[config.mk]
export PLATFORM = sky130hd
export DESIGN_NAME = spi_slave_fd
export DESIGN_NICKNAME = d
export VERILOG_FILES = /design/src/rtl/spi_pkg.sv /design/src/rtl/spi_sync_edge.sv /design/src/rtl/spi_slave_fd.sv
export SDC_FILE = /design/constraint.sdc
export NUM_CORES = 1
export LEC_CHECK = 0
export ABC_AREA = 0
export ABC_CLOCK_PERIOD_IN_PS = 1800
export CORE_MARGIN = 2
export CORE_UTILIZATION = 39
export CTS_CLUSTER_SIZE = 12
export DETAILED_ROUTE_END_ITERATION = 7
export SETUP_SLACK_MARGIN = 0.5
export SYNTH_ARGS = -nofsm -noshare
export SYNTH_HDL_FRONTEND = slang
export SYNTH_SLANG_ARGS = --single-unit
[constraint.sdc]
create_clock -name clk -period 1.8 [get_ports clk]
set_input_delay 0.18 -clock clk [delete_from_list [all_inputs] [get_ports clk]]
set_output_delay 0.18 -clock clk [all_outputs]
set_load 0.005 [all_outputs]
[src/rtl/spi_pkg.sv]
// Shared types and helpers for the full-duplex SPI slave.
// The sample-edge polarity follows from the CPOL/CPHA pair.
package spi_pkg;

  typedef enum logic [1:0] {
    S_IDLE  = 2'd0,
    S_LOAD  = 2'd1,
    S_SHIFT = 2'd2
  } spi_slv_state_t;

  // Modes 0 and 3 sample on the rising sclk edge; modes 1 and 2 sample on the falling edge.
  function automatic logic sample_on_rise(input logic cpol, input logic cpha);
    return ~(cpol ^ cpha);
  endfunction

endpackage

[src/rtl/spi_sync_edge.sv]
// N-stage synchroniser for an asynchronous input.
// Produces registered one-clk rise/fall pulses derived from the synchronised level.
module spi_sync_edge #(
  parameter int SYNC_STAGES = 2,
  parameter bit RST_VAL     = 1'b0
) (
  input  logic clk,
  input  logic reset,
  input  logic din,
  output logic level,
  output logic rise,
  output logic fall
);

  logic [SYNC_STAGES-1:0] sync_q, sync_d;
  logic prev_q, prev_d;
  logic rise_q, rise_d;
  logic fall_q, fall_d;

  // The extra register stage on the pulses gives SYNC_STAGES+1 clk of latency from a pin edge.
  always_comb begin
    sync_d = {sync_q[SYNC_STAGES-2:0], din};
    prev_d = sync_q[SYNC_STAGES-1];
    rise_d = sync_q[SYNC_STAGES-1] & ~prev_q;
    fall_d = ~sync_q[SYNC_STAGES-1] & prev_q;
  end

  always_ff @(posedge clk or posedge reset) begin
    if (reset) begin
      sync_q <= {SYNC_STAGES{RST_VAL}};
      prev_q <= RST_VAL;
      rise_q <= 1'b0;
      fall_q <= 1'b0;
    end else begin
      sync_q <= sync_d;
      prev_q <= prev_d;
      rise_q <= rise_d;
      fall_q <= fall_d;
    end
  end

  assign level = sync_q[SYNC_STAGES-1];
  assign rise  = rise_q;
  assign fall  = fall_q;

endmodule

[src/rtl/spi_slave_fd.sv]
// Full-duplex SPI slave that oversamples sclk/ss_n/mosi in the clk domain.
// It supports back-to-back words per frame and flags completion, underrun and abort.
module spi_slave_fd
  import spi_pkg::*;
#(
  parameter int DATA_W      = 8,
  parameter bit CPOL        = 1'b0,
  parameter bit CPHA        = 1'b0,
  parameter bit MSB_FIRST   = 1'b1,
  parameter int SYNC_STAGES = 2
) (
  input  logic              clk,
  input  logic              reset,
  input  logic              sclk,
  input  logic              ss_n,
  input  logic              mosi,
  output logic              miso,
  output logic              miso_oe,
  input  logic [DATA_W-1:0] tx_data,
  input  logic              tx_valid,
  output logic              tx_ready,
  output logic [DATA_W-1:0] rx_data,
  output logic              rx_valid,
  output logic              tx_underrun,
  output logic              frame_abort
);

  localparam int               CNT_W       = $clog2(DATA_W);
  localparam logic [CNT_W-1:0] LAST_BIT    = CNT_W'(DATA_W - 1);
  localparam logic             SAMPLE_RISE = sample_on_rise(CPOL, CPHA);

  logic sclk_rise, sclk_fall, sclk_level_unused;
  logic ss_level, ss_fall, ss_rise_unused;
  logic sample_edge, shift_edge, mosi_s;

  spi_sync_edge #(.SYNC_STAGES(SYNC_STAGES), .RST_VAL(CPOL)) u_sclk_sync (
    .clk(clk), .reset(reset), .din(sclk),
    .level(sclk_level_unused), .rise(sclk_rise), .fall(sclk_fall)
  );

  spi_sync_edge #(.SYNC_STAGES(SYNC_STAGES), .RST_VAL(1'b1)) u_ss_sync (
    .clk(clk), .reset(reset), .din(ss_n),
    .level(ss_level), .rise(ss_rise_unused), .fall(ss_fall)
  );

  logic [SYNC_STAGES-1:0] mosi_sync_q, mosi_sync_d;
  spi_slv_state_t state_q, state_d;
  logic [CNT_W-1:0] bit_cnt_q, bit_cnt_d;
  logic [DATA_W-1:0] rx_shift_q, rx_shift_d, tx_shift_q, tx_shift_d;
  logic [DATA_W-1:0] rx_data_q, rx_data_d, hold_q, hold_d;
  logic [DATA_W-1:0] rx_next, tx_next;
  logic hold_full_q, hold_full_d, skip_q, skip_d, miso_oe_q, miso_oe_d;
  logic rx_valid_q, rx_valid_d, tx_underrun_q, tx_underrun_d;
  logic frame_abort_q, frame_abort_d, word_done;

  assign sample_edge = SAMPLE_RISE ? sclk_rise : sclk_fall;
  assign shift_edge  = SAMPLE_RISE ? sclk_fall : sclk_rise;
  assign mosi_s      = mosi_sync_q[SYNC_STAGES-1];

  always_comb begin
    mosi_sync_d = {mosi_sync_q[SYNC_STAGES-2:0], mosi};
    if (MSB_FIRST) begin
      rx_next = {rx_shift_q[DATA_W-2:0], mosi_s};
      tx_next = {tx_shift_q[DATA_W-2:0], 1'b0};
    end else begin
      rx_next = {mosi_s, rx_shift_q[DATA_W-1:1]};
      tx_next = {1'b0, tx_shift_q[DATA_W-1:1]};
    end
  end

  // skip_q suppresses the one shift edge that must not advance miso after a (re)load.
  always_comb begin
    state_d       = state_q;
    bit_cnt_d     = bit_cnt_q;
    rx_shift_d    = rx_shift_q;
    tx_shift_d    = tx_shift_q;
    rx_data_d     = rx_data_q;
    hold_d        = hold_q;
    hold_full_d   = hold_full_q;
    skip_d        = skip_q;
    miso_oe_d     = miso_oe_q;
    rx_valid_d    = 1'b0;
    tx_underrun_d = 1'b0;
    frame_abort_d = 1'b0;
    word_done     = 1'b0;
    case (state_q)
      S_IDLE: begin
        miso_oe_d = 1'b0;
        bit_cnt_d = '0;
        skip_d    = 1'b0;
        if (ss_fall && !ss_level) state_d = S_LOAD;
      end
      S_LOAD: begin
        if (hold_full_q) begin
          tx_shift_d = hold_q;
        end else begin
          tx_shift_d    = '0;
          tx_underrun_d = 1'b1;
        end
        hold_full_d = 1'b0;
        miso_oe_d   = 1'b1;
        if (CPHA) skip_d = 1'b1;
        state_d = S_SHIFT;
      end
      S_SHIFT: begin
        if (sample_edge) begin
          rx_shift_d = rx_next;
          if (bit_cnt_q == LAST_BIT) begin
            rx_data_d  = rx_next;
            rx_valid_d = 1'b1;
            bit_cnt_d  = '0;
            word_done  = 1'b1;
            state_d    = S_LOAD;
            if (!CPHA) skip_d = 1'b1;
          end else begin
            bit_cnt_d = bit_cnt_q + 1'b1;
          end
        end else if (shift_edge) begin
          if (skip_q) skip_d = 1'b0;
          else        tx_shift_d = tx_next;
        end
      end
      default: state_d = S_IDLE;
    endcase
    // A word completing in the same clk as ss_n rising still counts; only a partial word aborts.
    if (state_q != S_IDLE && ss_level) begin
      state_d   = S_IDLE;
      miso_oe_d = 1'b0;
      bit_cnt_d = '0;
      skip_d    = 1'b0;
      if (bit_cnt_q != '0 && !word_done) frame_abort_d = 1'b1;
    end
    if (tx_valid && !hold_full_q) begin
      hold_d      = tx_data;
      hold_full_d = 1'b1;
    end
  end

  always_ff @(posedge clk or posedge reset) begin
    if (reset) begin
      mosi_sync_q   <= '0;
      state_q       <= S_IDLE;
      bit_cnt_q     <= '0;
      rx_shift_q    <= '0;
      tx_shift_q    <= '0;
      rx_data_q     <= '0;
      hold_q        <= '0;
      hold_full_q   <= 1'b0;
      skip_q        <= 1'b0;
      miso_oe_q     <= 1'b0;
      rx_valid_q    <= 1'b0;
      tx_underrun_q <= 1'b0;
      frame_abort_q <= 1'b0;
    end else begin
      mosi_sync_q   <= mosi_sync_d;
      state_q       <= state_d;
      bit_cnt_q     <= bit_cnt_d;
      rx_shift_q    <= rx_shift_d;
      tx_shift_q    <= tx_shift_d;
      rx_data_q     <= rx_data_d;
      hold_q        <= hold_d;
      hold_full_q   <= hold_full_d;
      skip_q        <= skip_d;
      miso_oe_q     <= miso_oe_d;
      rx_valid_q    <= rx_valid_d;
      tx_underrun_q <= tx_underrun_d;
      frame_abort_q <= frame_abort_d;
    end
  end

  assign miso        = miso_oe_q & (MSB_FIRST ? tx_shift_q[DATA_W-1] : tx_shift_q[0]);
  assign miso_oe     = miso_oe_q;
  assign tx_ready    = ~hold_full_q;
  assign rx_data     = rx_data_q;
  assign rx_valid    = rx_valid_q;
  assign tx_underrun = tx_underrun_q;
  assign frame_abort = frame_abort_q;

endmodule

# Yosys cells after proc, flatten, opt, wreduce, memory -nomap -nowiden

Index checks and enable logic that the tools add are counted.

Register bits: 53
Input bits: 14
Output and inout port bits: 14
Logic and storage cells: 90

$add $sub $neg: 1
Equal/unequal tests: 11
Multiplexer cells: 30
Bitwise logic cells: 8
Reduce and logical (&&, ||, !) cells: 20

Operator list:

| operator                                       | count |
|---|---|
| 2-to-1 mux 8 bit                               | 4 |
| case mux 8 bit (2 select lines)                | 1 |
| 2-to-1 mux 1 bit                               | 14 |
| 2-to-1 mux 3 bit                               | 3 |
| AND reduction 3 bit                            | 3 |
| nonzero test 3 bit                             | 3 |
| 2-to-1 mux 2 bit                               | 4 |
| != test 3 bit (second input constant)          | 2 |
| case mux 2 bit (3 select lines)                | 1 |
| case mux 3 bit (2 select lines)                | 1 |
| nonzero test 2 bit                             | 3 |
| bitwise AND 1 bit                              | 4 |
| logical AND 1 bit                              | 4 |
| != test 2 bit (second input constant)          | 2 |
| != test 4 x 2 -> 1 bit (second input constant) | 1 |
| != test 4 bit (second input constant)          | 1 |
| inverter 1 bit                                 | 4 |
| case mux 1 bit (2 select lines)                | 2 |
| AND reduction 2 bit                            | 2 |
| AND reduction 4 bit                            | 1 |
| adder 3 x 1 -> 3 bit (second input constant)   | 1 |
| == test 3 bit (second input constant)          | 1 |
| logical NOT 1 bit                              | 3 |
| != test 3 x 2 -> 1 bit (second input constant) | 1 |
| other kinds (4)                                | 4 |

# Logic depth before layout (Yosys ltp)

Depth in word-level cells: 8
Gate-level depth with buffers: 5
Gate-level depth less buffers: 5

# Hierarchy

Synthesis repeated with hierarchy kept, for this count alone.

Cell total of the unflattened synthesis: 163
Area total of the unflattened synthesis: 2155.8 um^2

Modules (own cells, without submodules):

| module                       | times used | cells an instance | area each (um^2) | seq. area each (um^2) |
|---|---|---|---|---|
| spi_slave_fd                 | 1          | 147               | 1864.3           | 1101.1 |
| spi_sync_edge at u_ss_sync   | 1          | 8                 | 147.6            | 128.9 |
| spi_sync_edge at u_sclk_sync | 1          | 8                 | 143.9            | 125.1 |

# Worst setup path before layout

No wires, ideal clock.

Path kind: flip-flop to flip-flop
Start: register bit_cnt_q[0]
End: register rx_data_q[0], in the netlist rx_data[0]
Setup time: 0.125 ns
Arrival time: 1.282 ns
Required time: 1.675 ns
Slack: 0.394 ns
Stages on the path, launching flop included: 5
Path buffers: 0
Clock period less this slack: 1.406 ns
Cells stage by stage: dfrtp_1 > ha_1 > ha_1 > nand3_4 > mux2_2

Cells in the longest elaborated chain, start to end: 2

Ends and longest elaborated chain:

| what                                 | RTL line            | source |
|---|---|---|
| from (decl)                          | spi_slave_fd.sv:48  | `logic [CNT_W-1:0] bit_cnt_q, bit_cnt_d;` |
| from (signal assigned)               | spi_slave_fd.sv:157 | `bit_cnt_q <= bit_cnt_d;` |
| == test 3 bit                        | spi_slave_fd.sv:108 | `if (bit_cnt_q == LAST_BIT) begin` |
| AND reduction 3 bit (no source line) | n/a                 |  |
| to (signal assigned)                 | spi_slave_fd.sv:160 | `rx_data_q <= rx_data_d;` |
| to (decl)                            | spi_slave_fd.sv:50  | `logic [DATA_W-1:0] rx_data_q, rx_data_d, hold_q, hold_d;` |

No other way between the ends.
A chain may end at the register's enable or synchronous reset.

# Worst setup path after layout

Start: register state_q[0]
End: register rx_data_q[4], in the netlist rx_data[4]

Cells in the longest elaborated chain, start to end: 2

Ends and longest elaborated chain:

| what                                 | RTL line            | source |
|---|---|---|
| from (decl)                          | spi_slave_fd.sv:47  | `spi_slv_state_t state_q, state_d;` |
| from (signal assigned)               | spi_slave_fd.sv:156 | `state_q <= state_d;` |
| == test 2 bit                        | spi_slave_fd.sv:86  | `case (state_q)` |
| AND reduction 3 bit (no source line) | n/a                 |  |

No other way between the ends.

==> results by stage <==
Synthesis:
- For this run, asynchronously set or reset flops after synthesis account for between 90% and 100%.
- The fraction of the mapped netlist area in compound gates is around 8.3%.
- The most used flip-flop cell after synthesis is dfrtp_1.
- The synthesized design spends more area on one cell type than any other, namely dfrtp_1.
- The net count after synthesis is approximately 170.
- In the synthesized netlist, mux cells make up about an eighth of the area.
- The fraction of the yosys area taken by sequential cells is 62.75%.
- The distinct cell type count of the synthesized netlist is 31.
- The total standard cell area after synthesis is ~2100 um^2.
- The fraction of post-synthesis cell area in the top cell type by area is about three fifths.
- Synthesis produced between 150 and 200 cells.
- In this run, synthesis produced a sequential element count of 53.
- After synthesis, the mean cell area works out to around 14 um^2.
- Yosys instantiated no cell more often than dfrtp_1.
- The post-synthesis adder-cell area fraction is around 1.8%.
- Ranked by total cell area, the synthesized netlist is headed by dfrtp_1 59%, mux2_2 12%, dfstp_2 3.7%, o221a_2 3.7%, nand2_1 3.2%.
- By area, the combinational part of the netlist is dominated by multiplexers.
- The number of enable flip-flop cells after synthesis is 0.
- In the synthesized netlist, the cells that appear most often are 50 x dfrtp_1, 23 x mux2_2, 18 x nand2_1.
- Summing the areas of all xor and xnor instances in the mapped netlist gives 0% of the synthesized area.
- The simple logic cell fraction of the synthesized area is 11.16%.
- The total of warnings raised by yosys is 0.

Global routing:
- The total overflow left after global routing is 0.
- The via count of the first global-routing pass is approximately 1400.
- The initial antenna violation count is 0.
- Entering global routing, the biggest net connects 54 pins.
- The first-pass GRT wire length is 6.686 mm.
- In the global route stage, overall resource usage came out at roughly 14%.

Floorplanning:
- From left edge to right edge, the die measures slightly below 80 um.
- The number of core rows is 26.
- The die area is slightly above 6000 um^2.
- In this run the count of I/O pins placed on the die edge is 28.
- The initial standard-cell utilization of the core is between 40% and 50%.
- In this run the vertical extent of the chip is 77.72 um.
- In this run the standard cell core region covers ~5200 um^2.

CTS:
- The count of hold-fix buffers inserted at cts is 0.
- Clock-pin slew was measured on the worst setup and hold paths at 90 ps.
- The clock tree from TritonCTS is done.
- For the worst-skew pair, the clock arrives at the later sink with an insertion delay of about 300 ps.
- The clock sink total is 53.
- The depth of the CTS H-tree is 2.
- The number of clock buffers inserted by TritonCTS is 5.
- The clock passes through at most 2 buffers.
- Clock tree synthesis selected as its root buffer the cell clkbuf_8.

Drt:
- The routed layout has roughly 1400 vias.
- After detailed routing, the average wire length per cell comes to between 10 and 15 um.
- The DRC violation count after routing is 0.
- The routed design has around 4 mm of wire.
- The uppermost layer routed is met4.
- The met1 routed wirelength after detailed routing is about 1.9 mm.
- For this block, the initial DRC count from the detailed router was 101.
- The wire length on met3 is 143 um.
- The average via count per standard cell is ~5.
- The first detailed-routing pass ran for 4 iterations.
- The detail route stage leaves a number of antenna-violating nets equal to 0.
- The met2 wire length is 1.899 mm.

Final layout:
- The area of all sequential standard cells is ~1300 um^2.
- The post-layout utilization of the core is roughly 56%.
- The net count of the finished layout is between 200 and 250.
- 0 antenna diodes ended up in the layout.
- After routing the design area is a little under 3000 um^2.
- The area growth from synthesis to final layout is 37.43%.
- In the final layout, the multi-input gates occupy about 840 um^2.
- The fraction of layout cells with a size suffix above 1 is a little over two fifths.
- The number of fill cells is 420.

Critical path:
- In this run the worst path has a maximum fanout of 5.
- The worst setup path is of the reg2reg kind.
- At the worst endpoint, the required time is 1990 ps.
- The worst setup path is captured at a flip-flop.
- The worst setup path is launched from a flip-flop.
- The minimum setup slack among reg-to-reg paths is between 400 and 500 ps.
- The worst path arrival time is 1520 ps.

Timing:
- The minimum hold slack is approximately 270 ps.
- Setup repair after global routing could not meet its margin everywhere.
- The transition time of the tightest slew-check pin is 282.1 ps.
- Dividing the final minimum period by the clock period gives about three quarters.
- The worst slew slack as a fraction of its limit is about four fifths.
- Based on the critical path, the design can be clocked at up to ~750 MHz.
- The final-layout setup total negative slack is 0 ps.
- The smallest clock period supported by the final layout is computed as between 1000 and 1500 ps.
- The count of endpoints failing hold in the final timing report is 0.
- For the final database, setup skew stands at approximately 8.4 ps.
- The final setup violation count is 0.
- The number of slew-limit violations in the final report was 0.

Placement:
- Input and output buffers added on the ports amount to 27.
- Once placement finished, the instance area stood at between 2000 and 2500 um^2.
- The detailed placer's ending HPWL is 2.427 mm.
- The last weighted congestion value of the routability-driven placer is 0.7944.

Outcome:
- The run finished with clean final reports.

Pwr:
- Summed over all cells, the static leakage comes to 1.394 nW.
- The areal power density over the cells is ~990 nW/um^2.
- The worst-case vdd ir drop is 0.5050 mV.

Worst hold path:
- The path class of the lowest-slack min-delay path is in2reg.

Job:
- Across the run, the number of max-cap violations was 0.
report_power, final:
part | internal (mW) | switching (mW)
sequential | 1.41 | 0.135
clock | 0.320 | 0.381
combinational | 0.413 | 0.241
area by class of cell:
type,instances,share of cell area [%]
Sequential cell,53,45.75
Multi-Input combinational cell,91,28.69
Timing Repair Buffer,55,18.21
Tap cell,70,3.007
Clock buffer,6,2.835
Inverter,6,0.9021
Clock inverter,2,0.6014
through the flow:
step / total power, mW / cells / worst slack, ps
3_5_place_dp: 2.025 / 250 / 325.6
6_report: 2.894 / 283 / 471.9
3_3_place_gp: 1.987 / 250 / 391.6
4_1_cts: 2.819 / 277 / 333.8
5_1_grt: 3.049 / 283 / 422.8
2_1_floorplan: 1.864 / 157 / 467.9
critical path: stages, from the launching register on:
cell and delay (ps):
dfrtp_2 450, nor2b_4 160, buf_12 140, nand3_4 130, mux2_4 320
what timing repair did:
action,CTS,global route
endpoints found under the setup margin,47,34
resized for setup,31,20
buffers inserted,17,6
cloned,2,0
pin swaps,4,8
placed cells by master, fill, tap and decap left out, types with 5 or more instances in the layout:
master	n
dfrtp_1	48
buf_4	17
nand2_1	16
mux2_2	15
clkdlybuf4s50_1	13
dlygate4sd2_1	12
mux2_4	8
buf_6	8
o221a_2	7
clkbuf_8	6
inv_1	5
metal layers:
metal / vias up / global-route usage, %
met2: 27 / 21.12
met1: 692 / 19.91
met5: - / 0
met4: 0 / 5.536
li1: 654 / -
met3: 7 / 3.837
registers in the layout, indices dropped and copies added, names as in the netlist:
register and flops:
bit_cnt_q 3, frame_abort 1, hold_full_q 1, hold_q 8, miso_oe 1, mosi_sync_q 2
rx_data 8, rx_shift_q 7, rx_valid 1, skip_q 1, state_q 2, tx_shift_q 8
tx_underrun 1, u_sclk_sync.fall 1, u_sclk_sync.prev_q 1, u_sclk_sync.rise 1, u_sclk_sync.sync_q 2, u_ss_sync.fall 1
u_ss_sync.prev_q 1, u_ss_sync.sync_q 2
final timing paths:
| check | end | start | depth (start not counted) |
|---|---|---|---|
| setup / recovery | rx_data[4] | state_q[0] | 4 |
| hold / removal | u_ss_sync.sync_q[0] | ss_n | 1 |
| setup reg to reg | rx_data[4] | state_q[0] | 4 |
| hold reg to reg | mosi_sync_q[1] | mosi_sync_q[0] | 0 |
| max in group asynchronous | u_ss_sync.sync_q[0] | reset | 3 |
| min in group asynchronous | hold_q[1] | reset | 3 |
cells by family after synthesis:
group | Yosys count
buffers and inverters | 14
adder cells (fa/ha/maj) | 3
multiplexers | 23
flip-flops | 53
AO/OA/AOI/OAI | 22
AND/OR/NAND/NOR | 42
(Power assumes the default switching activity.)
